<file path="config.mk">
export PLATFORM = sky130hd
export DESIGN_NAME = qc_ldpc_syndrome_former
export DESIGN_NICKNAME = d
export VERILOG_FILES = /design/src/rtl/qc_ldpc_syndrome_former_pkg.sv /design/src/rtl/qc_circulant_column_gen.sv /design/src/rtl/qc_ldpc_syndrome_former.sv
export SDC_FILE = /design/constraint.sdc
export NUM_CORES = 1
export LEC_CHECK = 0
export BUFFER_PORTS_ARGS = -buffer_cell sky130_fd_sc_hd__clkbuf_2
export CAP_MARGIN = 10
export CORE_MARGIN = 2
export CORE_UTILIZATION = 59
export CTS_BUF_LIST = sky130_fd_sc_hd__clkbuf_4 sky130_fd_sc_hd__clkbuf_8
export CTS_CLUSTER_SIZE = 30
export DETAILED_ROUTE_END_ITERATION = 7
export PLACE_DENSITY = 0.87
export RECOVER_POWER = 50
export SLEW_MARGIN = 20
export SYNTH_ARGS = -nofsm -noshare
export SYNTH_HDL_FRONTEND = slang
export SYNTH_HIERARCHICAL = 1
export SYNTH_SLANG_ARGS = --single-unit
export TNS_END_PERCENT = 5
</file>
<file path="constraint.sdc">
create_clock -name clk -period 11.7 [get_ports clk]
set_input_delay 0.585 -clock clk [delete_from_list [all_inputs] [get_ports clk]]
set_output_delay 0.585 -clock clk [all_outputs]
set_load 0.005 [all_outputs]
</file>
<file path="src/rtl/qc_ldpc_syndrome_former_pkg.sv">
// Shared QC-LDPC code parameters and FSM state encoding, common to the encoder and the syndrome former.
package qc_ldpc_syndrome_former_pkg;

  localparam int unsigned Z_DEF  = 16;
  localparam int unsigned MB_DEF = 2;
  localparam int unsigned NB_DEF = 4;

  // H = [I I I I; I I I I]: every circulant is the identity.
  localparam logic [MB_DEF*NB_DEF*Z_DEF-1:0] H_COLS_DEF = {MB_DEF*NB_DEF{16'h0001}};

  typedef enum logic {
    ACCUM = 1'b0,
    HOLD  = 1'b1
  } state_t;

endpackage

</file>
<file path="src/rtl/qc_circulant_column_gen.sv">
// Rotating Z-bit register producing successive columns of one circulant; load selects a new first column.
module qc_circulant_column_gen #(
  parameter int unsigned Z = 16
) (
  input  logic         clk,
  input  logic         load,
  input  logic         shift,
  input  logic [Z-1:0] load_col,
  output logic [Z-1:0] col
);

  // Load wins over rotation; rotation moves every bit one place toward the MSB.
  always_ff @(posedge clk) begin
    if (load) begin
      col <= load_col;
    end else if (shift) begin
      col <= {col[Z-2:0], col[Z-1]};
    end
  end

endmodule

</file>
<file path="src/rtl/qc_ldpc_syndrome_former.sv">
// Bit-serial QC-LDPC syndrome former: accumulates s = H*c over GF(2) and reports syndrome, zero flag and weight.
module qc_ldpc_syndrome_former
  import qc_ldpc_syndrome_former_pkg::*;
#(
  parameter int unsigned         Z      = Z_DEF,
  parameter int unsigned         MB     = MB_DEF,
  parameter int unsigned         NB     = NB_DEF,
  parameter logic [MB*NB*Z-1:0]  H_COLS = (MB*NB*Z)'(H_COLS_DEF)
) (
  input  logic                        clk,
  input  logic                        clear_n,
  input  logic                        in_valid,
  output logic                        in_ready,
  input  logic                        in_bit,
  output logic                        syn_valid,
  input  logic                        syn_ready,
  output logic [MB*Z-1:0]             syndrome,
  output logic                        syn_zero,
  output logic [$clog2(MB*Z+1)-1:0]   syn_weight
);

  localparam int unsigned SW = MB * Z;
  localparam int unsigned BW = (Z > 1) ? $clog2(Z) : 1;
  localparam int unsigned KW = (NB > 1) ? $clog2(NB) : 1;
  localparam int unsigned WW = $clog2(SW + 1);

  state_t          state;
  logic [BW-1:0]   bit_idx;
  logic [KW-1:0]   blk_idx;
  logic [SW-1:0]   acc;
  logic [SW-1:0]   gen;
  logic [SW-1:0]   acc_next_c;
  logic [WW-1:0]   weight_next_c;
  logic [KW-1:0]   blk_next_c;
  logic [KW-1:0]   load_sel_c;
  logic            xfer_c;
  logic            last_bit_c;
  logic            last_blk_c;
  logic            restart_c;
  logic            gen_load_c;

  assign xfer_c     = in_valid & in_ready;
  assign last_bit_c = (bit_idx == BW'(Z - 1));
  assign last_blk_c = (blk_idx == KW'(NB - 1));
  assign restart_c  = (state == HOLD) & syn_ready;
  assign blk_next_c = last_blk_c ? '0 : KW'(blk_idx + KW'(1));

  // Column generators restart at block 0 on clear or frame release, else step to the next block.
  assign load_sel_c = (!clear_n || restart_c) ? '0 : blk_next_c;
  assign gen_load_c = !clear_n || restart_c || (xfer_c && last_bit_c);

  for (genvar m = 0; m < MB; m++) begin : g_row
    logic [Z-1:0] first_col_c;
    assign first_col_c = H_COLS[(m*NB + 32'(load_sel_c))*Z +: Z];

    qc_circulant_column_gen #(.Z(Z)) u_col_gen (
      .clk      (clk),
      .load     (gen_load_c),
      .shift    (xfer_c),
      .load_col (first_col_c),
      .col      (gen[m*Z +: Z])
    );
  end

  assign acc_next_c = acc ^ (gen & {SW{in_bit}});

  always_comb begin
    weight_next_c = '0;
    for (int i = 0; i < SW; i++) begin
      weight_next_c = weight_next_c + WW'(acc_next_c[i]);
    end
  end

  // Control FSM, counters, accumulators and registered result.
  always_ff @(posedge clk) begin
    if (!clear_n) begin
      state      <= ACCUM;
      bit_idx    <= '0;
      blk_idx    <= '0;
      acc        <= '0;
      in_ready   <= 1'b1;
      syn_valid  <= 1'b0;
      syndrome   <= '0;
      syn_zero   <= 1'b1;
      syn_weight <= '0;
    end else begin
      case (state)
        ACCUM: begin
          if (xfer_c) begin
            acc     <= acc_next_c;
            bit_idx <= last_bit_c ? '0 : BW'(bit_idx + BW'(1));
            if (last_bit_c) begin
              blk_idx <= blk_next_c;
            end
            if (last_bit_c && last_blk_c) begin
              state      <= HOLD;
              in_ready   <= 1'b0;
              syn_valid  <= 1'b1;
              syndrome   <= acc_next_c;
              syn_zero   <= (acc_next_c == '0);
              syn_weight <= weight_next_c;
            end
          end
        end
        HOLD: begin
          if (syn_ready) begin
            state     <= ACCUM;
            in_ready  <= 1'b1;
            syn_valid <= 1'b0;
            acc       <= '0;
            bit_idx   <= '0;
            blk_idx   <= '0;
          end
        end
        default: begin
          state <= ACCUM;
        end
      endcase
    end
  end

endmodule

</file>
==> impl_metrics.env, run 1 <==
export IMPL_outcome="finished, violations left"
export IMPL_violations="capacitance limit, slew limit"
export IMPL_rsz0062_at_grt="false"
export IMPL_netlist_area_um2=6275
export IMPL_ys_types=53
export IMPL_start_util_pct=60.78
export IMPL_design_area_um2=6703
export IMPL_ir_drop_mv=0.5599
export IMPL_grt_usage_pct=26.83
export IMPL_grt_pass1_vias=5004
export IMPL_setup_viol=0
export IMPL_dr_pass1_iters=7
export IMPL_clk_pin_slew_ns=0.10
export IMPL_wl_per_cell_um=17.28
export IMPL_die_y_um=107.1
export IMPL_r2r_cells=19
export IMPL_fin_setup_tns_ns=0
export IMPL_grt_overflow=0
export IMPL_insertion_delay_ns=0.39
export IMPL_post_route_min_period_ns=5.918
export IMPL_cp_depth=21
export IMPL_synthFlopType="dfxtp_1"
export IMPL_place_area_um2=6606
export IMPL_synth_cells=656
export IMPL_fin_ws_ns=5.782
export IMPL_drv_cap=3
export IMPL_drc=0
export IMPL_cp_slowest_stage_delay_ns=0.60
export IMPL_fillers=788
export IMPL_ys_async_sr_fraction_pct=0
export IMPL_n_antenna_cell=0
export IMPL_holdWs_ns=0.4095
export IMPL_tritoncts="done"
export IMPL_top_usage_layer="met2"
export IMPL_min_path_cells=2
export IMPL_initialDrtViolationCount=523
export IMPL_gr_usage_met3_pct=5.046
export IMPL_htree_levels=3
export IMPL_cpMaxStageDelayCell="fa_1"
export IMPL_dpl_worst_slack_ns=5.445
export IMPL_synth_edf_count=32
export IMPL_crit_arrival_ns=6.25
export IMPL_pin_count=46
export IMPL_syn_area_per_cell_um2=9.565
export IMPL_path_max_fanout=70
export IMPL_path_cells="clkbuf_2 -> buf_4 -> nand2_1 -> xor2_1 -> inv_1 -> fa_1 -> fa_1 -> inv_1 -> fa_1 -> inv_1 -> fa_1 -> fa_1 -> inv_1 -> fa_1 -> inv_1 -> ha_1 -> a21o_1 -> a21oi_1 -> xnor2_1 -> nand2_1 -> a21oi_1"
export IMPL_cts_buffers=9
export IMPL_area_delta_synth_final_pct=6.820
export IMPL_cp_top_family="adder cells"
export IMPL_yosysSeqAreaShare_pct=40.84
export IMPL_final_hold_viol_count=0
export IMPL_slew_headroom_pct=-97.07
export IMPL_critPathKind="input port to register"
export IMPL_ys_seq_elements=112
export IMPL_rows=37
export IMPL_grt_pass1_wl_um=23920
export IMPL_cpMostUsedCell="fa_1"
export IMPL_post_cts_repair_setup_buffers=0
export IMPL_die_width_um=107.1
export IMPL_timing_fmax_ghz=0.1690
export IMPL_vias=5003
export IMPL_use_met2_pct=44.30
export IMPL_die_area_um2=11480
export IMPL_antenna_left=0
export IMPL_final_nets=749
export IMPL_clk_path_buf_depth=2
export IMPL_yosys_warnings=6
export IMPL_clock_root_buffer="clkbuf_8"
export IMPL_power_total_mw=1.521
export IMPL_cts_hold_buf=0
export IMPL_critPathRequiredTime_ns=12.03
export IMPL_leakage_nw=2.762
export IMPL_grt_max_degree=73
export IMPL_antenna_found_initial=0
export IMPL_drt_total_wl_um=14710
export IMPL_io_buffer_count=45
export IMPL_fin_skew_ns=0.01564
export IMPL_coreArea_um2=10320
export IMPL_cts_resized=0
export IMPL_dp_hpwl_um=10350
export IMPL_hold_class="input port to register"
export IMPL_final_max_slew_viol_count=142
export IMPL_power_per_cell_area_nw_per_um2=227.0
export IMPL_end_kind="register"
export IMPL_drive_gt1_share_pct=9.650
export IMPL_tightestPinTransition_ns=2.956
export IMPL_place_gp_congestion=0.8711
export IMPL_crit_path_start_kind="input port"
export IMPL_fin_crit_sh_pct=50.58
export IMPL_use_met1_pct=33.89
export IMPL_cp_num_buf_inv=7
export IMPL_cts_sinks=112
export IMPL_vias_per_cell=5.879
cell usage after synthesis, drive strengths merged (2+ instances only):
cell	instances	share of area [%]
xnor2	5	0.70
nor2	114	6.8
buf	18	2.4
nand2	56	3.4
a211oi	33	3.9
o2bb2ai	3	0.42
o22ai	2	0.20
nor2b	3	0.30
nand4	4	0.40
a21o	2	0.24
conb	2	0.12
xor2	45	6.3
nand3	15	1.2
nor4bb	5	0.80
a2bb2oi	3	0.42
or2	2	0.20
a31oi	32	3.2
fa	24	7.7
nand3b	2	0.24
o21ai	8	0.64
inv	43	2.6
nor4b	5	0.80
o21a	10	1.2
a21oi	12	0.96
mux2	32	6.8
dfxtp	80	26
ha	10	2.0
a32oi	3	0.42
o32ai	4	0.56
o211ai	2	0.32
and4bb	2	0.40
clkbuf	20	1.2
edfxtp	32	15
nor3	12	0.96
or4b	2	0.32
sequential cells by signal (all words and copies together) (netlist names):
register,cells
acc,32
syn_valid,1
syn_weight,6
g_row.u_col_gen/col,32
syn_zero,1
blk_idx,2
syndrome,32
state,1
in_ready,1
bit_idx,4
worst reg2reg max path: cells and delay by family (launching register included):
family,cells,cell delay (ns)
xor gates and xnor gates,2,0.47
DFF,1,0.45
and+or+nand+nor,2,0.19
buffers and inverters,5,0.37
AOI/OAI and AO/OA,3,0.57
adders and majority gates,7,3.37
power by group:
part	total, mW	internal (mW)	leakage [nW]	switching (mW)
Combinational	0.854	0.371	1.71	0.483
Clock	0.215	0.0818	0.0819	0.133
Sequential	0.452	0.423	0.975	0.0297
Total	1.52	0.875	2.76	0.646
metal layers:
layer	vias up	part of all wire [%]	wire length [um]
met4	0	3.4	495
met5	-	0	0
met3	40	6.8	993
li1	2334	-	-
met1	2407	42	6135
met2	222	48	7082
final cells by class:
cell class	instances	area, um2	area share (%)
clock buffer	11	138.9	2.072
multi-input combinational	493	3407	50.83
tap	136	170.2	2.539
inverter	43	161.4	2.408
sequential	112	2562	38.23
clock inverter	5	31.28	0.4667
timing repair buffer	51	231.5	3.453
path summary, 6_finish.rpt:
| kind | startpoint | end | slack, ns |
|---|---|---|---|
| worst max-delay path | in_bit | syn_weight[3] | 5.78 |
| worst min-delay path | clear_n | syn_zero | 0.41 |
| worst max register to register | g_row[0].u_col_gen/col[11] | syn_weight[3] | 6.25 |
| worst min register to register | syn_weight[2] | syn_weight[2] | 0.46 |
through the flow:
| step | instances | utilization [%] |
|---|---|---|
| 2_1_floorplan | 686 | - |
| 3_3_place_gp | 835 | 63.99 |
| 3_5_place_dp | 835 | 63.99 |
| 4_1_cts | 851 | 65.64 |
| 5_1_grt | 851 | 64.93 |
| 6_report | 851 | 64.93 |
logic make-up (layout without fill, tap and decap cells):
kind of cell / count (synthesis) / count (layout) / synth area share [%]
AND/OR/NAND/NOR: 228 / 228 / 16.47
AO/OA/AOI/OAI: 116 / 116 / 12.78
multiplexers: 33 / 33 / 6.979
XOR/XNOR: 50 / 50 / 6.979
other: 2 / 32 / 0.1197
flip-flops: 112 / 112 / 40.84
adder cells (fa/ha/maj): 34 / 34 / 9.651
buffers and inverters: 81 / 110 / 6.181
layout by cell type, fill, tap and decap left out, drive strengths merged, types with 3 or more instances in the layout:
cell / n
a21oi: 12
o21a: 10
clkbuf: 59
o2bb2ai: 3
nand3: 15
nor2b: 3
xnor2: 5
a2bb2oi: 3
a31oi: 32
fa: 24
nor3: 12
dfxtp: 80
inv: 44
buf: 3
nand2: 56
ha: 10
mux2: 32
nand4: 4
nor2: 114
nor4bb: 5
nor4b: 5
o21ai: 8
a32oi: 3
conb: 32
a211oi: 33
o32ai: 4
xor2: 45
edfxtp: 32
(Power assumes the default switching activity.)
==> run 2: changes to the inputs <==
- CORE_UTILIZATION: 59 -> 57
- PLACE_DENSITY: 0.87 -> 0.88
- clock period: 11.7 -> 5.1 ns (I/O delays scaled with it)
==> run 2 against run 1 <==
  * Highest routed layer unchanged
  * Largest cell class unchanged
  * Sequential share of layout area down 2.6 points
  * Critical path type is now register to register
  * Cell count up 6.0%
  * The flow finishes with violations (setup timing)
  * Register-to-register slack worse by 6.3 ns
  * Count of clock-buffer cells in the layout up 1
  * Power rose to 2.6 times the previous value
  * Sequential power up 130%
  * Cell area up 7.3%
==> impl_metrics.env, run 2 (synthesis results as in run 1) <==
export IMPL_grt_overflow=0
export IMPL_final_hold_viol_count=0
export IMPL_cp_num_buf_inv=4
export IMPL_fin_setup_tns_ns=-0.08311
export IMPL_cpMostUsedCell="fa_1"
export IMPL_final_nets=797
export IMPL_antenna_found_initial=0
export IMPL_startpoint="g_row[0].u_col_gen/col[15]"
export IMPL_initialDrtViolationCount=700
export IMPL_clk_pin_slew_ns=0.10
export IMPL_r2r_start="g_row[0].u_col_gen/col[15]"
export IMPL_drive_gt1_share_pct=17.98
export IMPL_coreArea_um2=10790
export IMPL_n_antenna_cell=0
export IMPL_io_buffer_count=45
export IMPL_grt_pass1_wl_um=24520
export IMPL_cpMaxStageDelayCell="fa_1"
export IMPL_cp_depth=19
export IMPL_r2r_cells=19
export IMPL_min_path_cells=2
export IMPL_final_common_cell="nor2_1"
export IMPL_drt_total_wl_um=15670
export IMPL_critPathKind="register to register"
export IMPL_post_route_min_period_ns=5.183
export IMPL_cts_buffers=9
export IMPL_mostFrequentLayoutCells="114 x nor2_1, 80 x dfxtp_1, 54 x buf_4"
export IMPL_ir_drop_mv=1.096
export IMPL_drc=0
export IMPL_crit_arrival_ns=5.50
export IMPL_vias_per_cell=5.858
export IMPL_rsz0062_at_grt="true"
export IMPL_critPathRequiredTime_ns=5.42
export IMPL_fillers=754
export IMPL_timing_fmax_ghz=0.1929
export IMPL_path_cells="nand2_2 -> xor2_1 -> inv_1 -> fa_1 -> inv_2 -> fa_1 -> fa_1 -> inv_1 -> fa_1 -> fa_1 -> fa_1 -> ha_2 -> inv_2 -> fa_2 -> nor2b_1 -> o21a_1 -> nor3_1 -> nand3b_1 -> a21oi_2"
export IMPL_final_max_slew_viol_count=0
export IMPL_wl_per_cell_um=17.37
export IMPL_hold_class="input port to register"
export IMPL_hold_path_startpoint="clear_n"
export IMPL_fin_skew_ns=0.01316
export IMPL_slew_headroom_pct=50.95
export IMPL_path_max_fanout=2
export IMPL_die_width_um=108.9
export IMPL_dpl_worst_slack_ns=-0.2172
export IMPL_start_util_pct=58.14
export IMPL_area_delta_synth_final_pct=14.62
export IMPL_vias=5284
export IMPL_cts_hold_buf=0
export IMPL_drv_cap=0
export IMPL_crit_path_start_kind="register"
export IMPL_clk_path_buf_depth=2
export IMPL_insertion_delay_ns=0.39
export IMPL_rows=38
export IMPL_dp_hpwl_um=11460
export IMPL_holdWs_ns=0.09311
export IMPL_pin_count=46
export IMPL_outcome="finished, violations left"
export IMPL_cp_top_family="adder cells"
export IMPL_grt_pass1_vias=5046
export IMPL_power_per_cell_area_nw_per_um2=540.3
export IMPL_grt_max_degree=71
export IMPL_fin_ws_ns=-0.08311
export IMPL_die_area_um2=11860
export IMPL_cp_slowest_stage_delay_ns=0.52
export IMPL_antenna_left=0
export IMPL_htree_levels=3
export IMPL_reg_largest_list="acc: 32 flops, g_row.u_col_gen/col: 32 flops, syndrome: 32 flops"
export IMPL_tightestPinTransition_ns=0.7357
export IMPL_grt_usage_pct=26.96
export IMPL_tritoncts="done"
export IMPL_cts_sinks=112
export IMPL_die_y_um=108.9
export IMPL_leakage_nw=3.025
export IMPL_fin_crit_sh_pct=101.6
export IMPL_dr_pass1_iters=8
export IMPL_setup_viol=1
export IMPL_clock_root_buffer="clkbuf_8"
export IMPL_end_kind="register"
export IMPL_violations="setup timing"
export IMPL_place_gp_congestion=0.8843
[run 2: worst paths after layout]
check | endpoint | slack [ns]
setup / recovery | syn_weight[4] | -0.08
hold / removal | syn_zero | 0.09
setup reg to reg | syn_weight[4] | -0.08
hold reg to reg | syn_weight[0] | 0.46
[run 2: stage by stage]
stage                     cell area (um2)  power (mW)  util (%)  instances
after floorplan                      6464       2.518         -        686
after global placement               7000       3.028     64.86        885
after detailed placement             7000       3.188     64.86        885
after CTS                            7226       3.762     66.95        902
after global routing                 7192       4.146     66.64        902
final                                7192       3.886     66.64        902
[run 2: metal layers]
layer | GRT usage [%] | vias to the layer above | share of wire (%)
met2 | 44.41 | 255 | 48
li1 | - | 2435 | -
met1 | 33.89 | 2537 | 40
met4 | 12.45 | 0 | 3.8
met3 | 5.678 | 57 | 8.2
met5 | 0 | - | 0
[run 2: power by group]
part           total [mW]  switching (mW)  internal, mW
logic                2.31            1.15          1.16
registers            1.03          0.0623         0.969
clock network       0.547           0.297         0.250
[run 2: layout make-up]
cell class,count,area (um2),area share [%]
multi-input combinational,493,3502,48.70
clock inverter,3,43.79,0.6089
tap,140,175.2,2.436
clock buffer,12,152.6,2.122
timing repair buffer,99,594.3,8.264
inverter,43,161.4,2.244
sequential,112,2562,35.63
[run 2: what timing repair did]
action,in CTS,in global routing
resized for setup,3,5
cloned,0,0
pin swaps,2,1
endpoints found under the setup margin,3,4
buffers inserted,2,0
